File: src/rtl/bcd_pkg.sv
// Shared BCD types, digit limits and the digit-legality helper.
package bcd_pkg;

  typedef logic [3:0] bcd_digit_t;

  localparam bcd_digit_t BCD_MAX = 4'd9;
  localparam bcd_digit_t BCD_MIN = 4'd0;

  // A nibble is a legal BCD digit when it does not exceed 9.
  function automatic logic bcd_valid(input bcd_digit_t d);
    return (d <= BCD_MAX);
  endfunction

endpackage

File: src/rtl/bcd_digit_cell.sv
// One BCD digit of the up/down counter. The digit advances only when the
// parent says a step is taken and every lower digit is at its roll point.
module bcd_digit_cell
  import bcd_pkg::*;
(
  input  logic       clk,
  input  logic       rst_n,
  input  logic       step,
  input  logic       up,
  input  logic       carry_in,
  input  logic       clr,
  input  logic       load,
  input  bcd_digit_t ld_digit,
  output bcd_digit_t digit,
  output logic       at_max,
  output logic       at_min
);

  bcd_digit_t digit_q, digit_d;

  assign digit  = digit_q;
  assign at_max = (digit_q == BCD_MAX);
  assign at_min = (digit_q == BCD_MIN);

  // Next digit value: clear, then load, then a carried step with 9<->0 roll.
  always_comb begin
    digit_d = digit_q;
    if (clr) begin
      digit_d = BCD_MIN;
    end else if (load) begin
      digit_d = ld_digit;
    end else if (step && carry_in) begin
      if (up) digit_d = at_max ? BCD_MIN : digit_q + 4'd1;
      else    digit_d = at_min ? BCD_MAX : digit_q - 4'd1;
    end
  end

  // Digit register.
  always_ff @(posedge clk or negedge rst_n) begin
    if (!rst_n) digit_q <= BCD_MIN;
    else        digit_q <= digit_d;
  end

endmodule

File: src/rtl/bcd_updown_counter.sv
// Multi-digit BCD up/down counter with clear, checked parallel load,
// terminal-count and load-error pulses.
// Optional prescaler enabled by defining BCD_PRESCALE_EN.
module bcd_updown_counter
  import bcd_pkg::*;
#(
  parameter int NUM_DIGITS   = 4,
  parameter int SATURATE     = 0,
  parameter int PRESCALE_DIV = 10
) (
  input  logic                    clk,
  input  logic                    rst_n,
  input  logic                    en,
  input  logic                    up,
  input  logic                    clr,
  input  logic                    load,
  input  logic [4*NUM_DIGITS-1:0] load_val,
  output logic [4*NUM_DIGITS-1:0] count,
  output logic                    tc,
  output logic                    load_err
);

  logic [NUM_DIGITS-1:0] at_max, at_min, carry;
  logic load_ok, load_acc, boundary, step_tick, step_req, step_cell;
  logic tc_q, tc_d, load_err_q, load_err_d;

  // Load is accepted only if every nibble is a legal digit.
  always_comb begin
    load_ok = 1'b1;
    for (int k = 0; k < NUM_DIGITS; k++) begin
      if (!bcd_valid(load_val[4*k +: 4])) load_ok = 1'b0;
    end
  end

  assign load_acc = load & ~clr & load_ok;

  // Ripple carry: digit k moves only when all lower digits sit at the roll point.
  always_comb begin
    carry[0] = 1'b1;
    for (int k = 1; k < NUM_DIGITS; k++) begin
      carry[k] = carry[k-1] & (up ? at_max[k-1] : at_min[k-1]);
    end
  end

  assign boundary = up ? (&at_max) : (&at_min);

`ifdef BCD_PRESCALE_EN
  localparam int PW = (PRESCALE_DIV > 2) ? $clog2(PRESCALE_DIV) : 1;
  localparam logic [PW-1:0] PS_LAST = PW'(PRESCALE_DIV - 1);

  logic [PW-1:0] presc_q, presc_d;

  assign step_tick = (presc_q == PS_LAST);

  // Prescaler advances on enabled cycles, wraps on the tick, restarts on clr/load.
  always_comb begin
    presc_d = presc_q;
    if (clr || load_acc) presc_d = '0;
    else if (en)         presc_d = step_tick ? '0 : presc_q + 1'b1;
  end

  // Prescaler register.
  always_ff @(posedge clk or negedge rst_n) begin
    if (!rst_n) presc_q <= '0;
    else        presc_q <= presc_d;
  end
`else
  logic unused_presc_div;
  assign unused_presc_div = ^PRESCALE_DIV;
  assign step_tick = 1'b1;
`endif

  // A rejected load still outranks stepping, so only one action lands per cycle.
  assign step_req   = en & step_tick & ~clr & ~load;
  assign step_cell  = step_req & ~((SATURATE != 0) & boundary);
  assign tc_d       = step_req & boundary;
  assign load_err_d = load & ~clr & ~load_ok;

  for (genvar g = 0; g < NUM_DIGITS; g++) begin : g_digit
    bcd_digit_cell u_cell (
      .clk      (clk),
      .rst_n    (rst_n),
      .step     (step_cell),
      .up       (up),
      .carry_in (carry[g]),
      .clr      (clr),
      .load     (load_acc),
      .ld_digit (load_val[4*g +: 4]),
      .digit    (count[4*g +: 4]),
      .at_max   (at_max[g]),
      .at_min   (at_min[g])
    );
  end

  // Registered single-cycle status pulses.
  always_ff @(posedge clk or negedge rst_n) begin
    if (!rst_n) begin
      tc_q       <= 1'b0;
      load_err_q <= 1'b0;
    end else begin
      tc_q       <= tc_d;
      load_err_q <= load_err_d;
    end
  end

  assign tc       = tc_q;
  assign load_err = load_err_q;

endmodule
File: config.mk
export PLATFORM = sky130hd
export DESIGN_NAME = bcd_updown_counter
export DESIGN_NICKNAME = d
export VERILOG_FILES = /design/src/rtl/bcd_pkg.sv /design/src/rtl/bcd_digit_cell.sv /design/src/rtl/bcd_updown_counter.sv
export SDC_FILE = /design/constraint.sdc
export NUM_CORES = 1
export LEC_CHECK = 0
export ABC_AREA = 1
export CORE_MARGIN = 2
export CORE_UTILIZATION = 56
export CTS_BUF_LIST = sky130_fd_sc_hd__clkbuf_4 sky130_fd_sc_hd__clkbuf_8 sky130_fd_sc_hd__clkbuf_16
export CTS_CLUSTER_DIAMETER = 100
export CTS_CLUSTER_SIZE = 30
export DETAILED_ROUTE_END_ITERATION = 8
export PLACE_DENSITY = 0.91
export SETUP_SLACK_MARGIN = 0.3
export SYNTH_ARGS = -nofsm -noshare
export SYNTH_HDL_FRONTEND = slang
export SYNTH_SLANG_ARGS = --single-unit
File: constraint.sdc
create_clock -name clk -period 3.5 [get_ports clk]
set_clock_uncertainty 0.2 [all_clocks]
set_input_delay 0.7 -clock clk [delete_from_list [all_inputs] [get_ports clk]]
set_output_delay 0.7 -clock clk [all_outputs]
set_load 0.02 [all_outputs]
# [Yosys cells after proc, flatten, opt, wreduce, memory -nomap -nowiden]
# Index checks and enable logic that the tools add are counted.
# Widths: inputs -> output; s select.
[classes] shifts=0 eq_ne=4 n_bitwise=11 n_reduce_logical=13 div_mod_pow=0 multipliers=0 magnitude_cmp=4 add_sub_neg=8 n_mux=32
[ops] op="$mux 4" n=24
[ops] op="$add 4x1->4 const B" n=4
[ops] op="$eq 4x4->1 const B" n=4
[ops] op="$le 4x4->1 const B" n=4
[ops] op="$logic_not 4->1" n=4
[ops] op="$sub 4x1->4 const B" n=4
[ops] op="$reduce_bool 3->1" n=4
[ops] op="$and 1x1->1" n=8
[ops] op="$mux 1" n=8
[ops] op="$reduce_and 4->1" n=2
[ops] op="$logic_and 1x1->1" n=3
[ops] op="$not 1->1" n=3
[totals] latch_bits=0 word_cells=78 mem_bits_rw=0 regBits=18 output_inout_bits=18 mem_count=0 input_bits=22 romBits=0

# [Logic depth before layout (Yosys ltp)]
[logic_depth] word_depth=8 ltp_mapped=11 depth_no_buf=11

# [Cells and area by module]
# Synthesis repeated with hierarchy kept, for this count alone.
[hier_totals] cells_unflattened=343 hier_area_um2=1988.2
[modules_own_cells] mod="bcd_digit_cell" instances=4 area_each_um2=432.9 cells_each=73 seq_area_each_um2=100.1
[modules_own_cells] mod="bcd_updown_counter" instances=1 area_each_um2=256.5 cells_each=51 seq_area_each_um2=50.0

# [Worst setup path after synthesis]
# Ideal clock, no wire load.
[synth_timing] path_type="input-to-reg" start="in load_val[1]" end="reg g_digit[2].u_cell.digit_q[0]" t_arrival_ns=1.550 path_buffers=1 path_slack_ns=1.633 required_ns=3.183 path_stages=9 setup_ns=0.117 path_cell_list="o21ai_1 nand2_1 nor2_8 nand2_4 buf_6 nand3_1 nand2_1 nand2_1 nand2_1"
[synth_between] elab_chain_len=8 word_cells_on_any_way=9 classes_between="order compare (1); mux (6); bitwise (1); reduce/logical (1)"
[synth_rtl] item="start, declared" line="bcd_updown_counter.sv:17" source="input logic [4*NUM_DIGITS-1:0] load_val,"
[synth_rtl] item="$le 4x4->1 *" line="bcd_pkg.sv:11" source="return (d <= BCD_MAX);"
[synth_rtl] item="$mux 1 * (4 in a row)" line="bcd_updown_counter.sv:31" source="if (!bcd_valid(load_val[4*k +: 4])) load_ok = 1'b0;"
[synth_rtl] item="$and 1x1->1 *" line="bcd_updown_counter.sv:35" source="assign load_acc = load & ~clr & load_ok;"
[synth_rtl] item="$mux 4" line="bcd_digit_cell.sv:30" source="end else if (load) begin"
[synth_rtl] item="$mux 4" line="bcd_digit_cell.sv:28" source="if (clr) begin"
[synth_rtl] item="end signal, assigned" line="bcd_digit_cell.sv:41" source="else digit_q <= digit_d;"
[synth_rtl] item="end, declared" line="bcd_digit_cell.sv:19" source="bcd_digit_t digit_q, digit_d;"
# Every way passes the cells marked *; elsewhere a longest branch is shown, timed or not.
# A chain may end at the register's enable or synchronous reset.

# [Worst setup path in the final report]
[layout_timing] start="reg g_digit[2].u_cell.digit_q[2]" end="out count[10]"
[layout_lines] item="end, declared" line="bcd_updown_counter.sv:18" source="output logic [4*NUM_DIGITS-1:0] count,"
# No word-level cell between the ends.

==> impl_metrics.ini <==
[grt]
grt_pass1_wl_um = 7090
grt_usage_pct = 24.6
grt_max_degree = 26
grt_antenna_before_repair = 0
grt_overflow = 0
first_global_vias = 1708

[power_and_ir_drop]
switchingPower_uw = 399
power.share.switching_pct = 45.2
peakVddDrop_uv = 206
power.total_uw = 883
seqPwrFrac_pct = 34.8
internal_power_uw = 484
power_density_mw_per_mm2 = 386
pwr-share-comb_pct = 53.2
clkPwrFrac_pct = 12.0
p_leak_uw = 0.00117

[clock_tree]
cts_tree = built
postCtsSetupBuffers = 0
cts-resized-gates = 0
cts_hold_buf = 0
cts_buffer_depth = 2
insertion_delay_ns = 0.30
h-tree-depth = 1
cts.clk_slew.worst_paths_ns = 0.10
clockRootBuffer = clkbuf_4
cts-buffers-inserted = 3
clock-sinks = 18

[cells_and_area]
diodes = 0
layout_common_cells = nand2_1 (87), nand3_1 (58), clkdlybuf4s50_1 (39), inv_1 (24), dfrtp_1 (18)
nets = 361
stdcell_area_mm2 = 0.00229
postLayoutCoreUtil_pct = 69.6
layout-drive-gt1-share_pct = 8.92
final_common_cell = nand2_1
syn_to_final_growth_pct = 21.9
fillerInstances = 286

[drt]
drt_iter0_drc = 116
wire_per_inst_um = 11.7
drc = 0
routed_via_density = 5.37
wirelength_um = 4340
vias = 1992
drt.antenna.violating_nets = 0
firstDrtPassIters = 4

[flow_run]
max_cap_violations = 0

[sta]
max_freq_mhz = 413
setup_viol = 0
max_slew_margin_pct = 44.3
rsz0062_at_grt = false
finalCritPeriodShare_pct = 69.2
min_period_ns = 2.42
setup_tns_ns = 0
worst_slew_pin_slew_ns = 0.833
slew_violations = 0
hold_viol = 0

[die]
initial_core_util_pct = 57.1
pin_count = 40
fp-row-count = 21
die-area_mm2 = 0.00383
die_y_um = 61.9
die_w_um = 61.9
core_area_mm2 = 0.00328

[placement]
hpwl_um = 3410
place_congestion = 0.900
io_buffer_count = 39
postPlaceCellArea_mm2 = 0.00226

[run_status]
status = finished, final reports clean

[synthesis]
synth_top_area_share_pct = 24.0
synth_top_area_cell = dfrtp_1
synthXorXnorAreaFrac_pct = 1.87
synth.distinct_cells = 33
syn_area_per_cell_um2 = 6.45
syn_nets = 325
yosysWarningCount = 0
synthMuxAreaShare_pct = 0
synthAdderAreaFrac_pct = 8.01
synth_compound_area_share_pct = 8.67
synth_top_family_by_area = simple AND/OR/NAND/NOR gates
syn_inst = 291
synth-seq-cells = 18
synth.area.top_cells = dfrtp_1 (24%), nand2_1 (17%), nand3_1 (15%)
synth_area_mm2 = 0.00188
synthSimpleGateAreaFrac_pct = 47.4
yosysSeqAreaShare_pct = 24.0

[setup_path]
max_stage_delay_ns = 0.68
critical_path_required_ns = 2.60
critical_path.top_delay_family = buffers and inverters
worst_setup_path_start_kind = flip-flop
endpoint_kind = primary output
arrival_ns = 1.52
critPathBufInv = 1
rr_startpoint = g_digit[0].u_cell.digit[0]
critPathKind = flip-flop to primary output
worst-path-max-fanout = 9
crit_slowest_cell = clkdlybuf4s50_1
crit_chain = clkdlybuf4s50_1
crit_start = g_digit[2].u_cell.digit[2]

[worst_hold_path]
hp-start = g_digit[0].u_cell.digit[1]
hp-class = flip-flop to flip-flop
-- through the flow --
| step | instances | worst slack (ns) | hold WS (ns) |
|---|---|---|---|
| 2_1_floorplan | 291 | 1.63 | 0.204 |
| 3_3_place_gp | 368 | 0.893 | 0.393 |
| 3_5_place_dp | 368 | 0.853 | 0.389 |
| 4_1_cts | 371 | 1.07 | 0.413 |
| 5_1_grt | 371 | 1.01 | 0.453 |
| 6_report | 371 | 1.08 | 0.410 |
-- cell usage after synthesis --
cell,instances
o21ai_0,8
a21oi_2,1
dfrtp_1,18
buf_4,3
nand3_2,4
or2_2,1
nor2_4,1
nand4_1,8
o21ai_2,1
xnor2_1,1
o211ai_1,1
xor2_1,3
ha_1,12
nor3_1,1
clkbuf_1,1
buf_2,3
o21ai_1,9
clkinv_2,1
nor3_2,1
a21boi_0,1
nand2_1,87
nor2_1,14
inv_2,5
a21oi_1,9
nand3_1,58
nand3b_1,2
nor2_2,2
nand2_4,1
nand2_2,5
inv_1,24
buf_6,3
nor4_1,1
nor2_8,1
-- final cells by class --
type                       count  area, um^2  share of cell area, %
sequential                    18         450                   19.7
inverter                      30         114                   4.98
clock buffer                   3        22.5                  0.985
timing repair buffer          41         405                   17.7
tap                           46        57.6                   2.52
multi-input combinational    233        1240                   54.1
-- power groups by stage --
stage               registers (uW)  logic (uW)  clock network, uW
finish                         307         470                106
global placement               310         462                  0
CTS                            306         472                105
floorplan                      332         292                  0
detailed placement             310         470                  0
global route                   315         537                110
-- state kept, by name, summed over array words and instances (netlist names) --
register	count
g_digit.u_cell.digit	16
tc	1
load_err	1
-- metal layers --
layer	routed length [um]	track usage, %	vias up	share of wire (%)
met5	0	0	-	0
met4	72	8.81	0	1.7
met3	246	3.11	9	5.7
met2	2050	42.0	72	47
met1	1970	31.8	876	45
li1	-	-	1035	-
-- cell families after synthesis --
logic type               count (synthesis)
flip-flops                              18
XOR/XNOR                                 4
AND/OR/NAND/NOR                        187
AO/OA/AOI/OAI                           30
buffers and inverters                   40
adder cells (fa/ha/maj)                 12
-- final timing paths --
path,to,slack (ns),cells past startpoint
worst max-delay path,count[10],1.08,1
worst max register to register,g_digit[1].u_cell.digit[3],1.58,8
worst min-delay path,g_digit[0].u_cell.digit[1],0.41,2
min in group asynchronous,g_digit[2].u_cell.digit[0],0.67,1
worst min register to register,g_digit[0].u_cell.digit[1],0.41,2
max in group asynchronous,g_digit[0].u_cell.digit[0],1.92,1
Note: power is estimated with default switching activity, not from simulation.
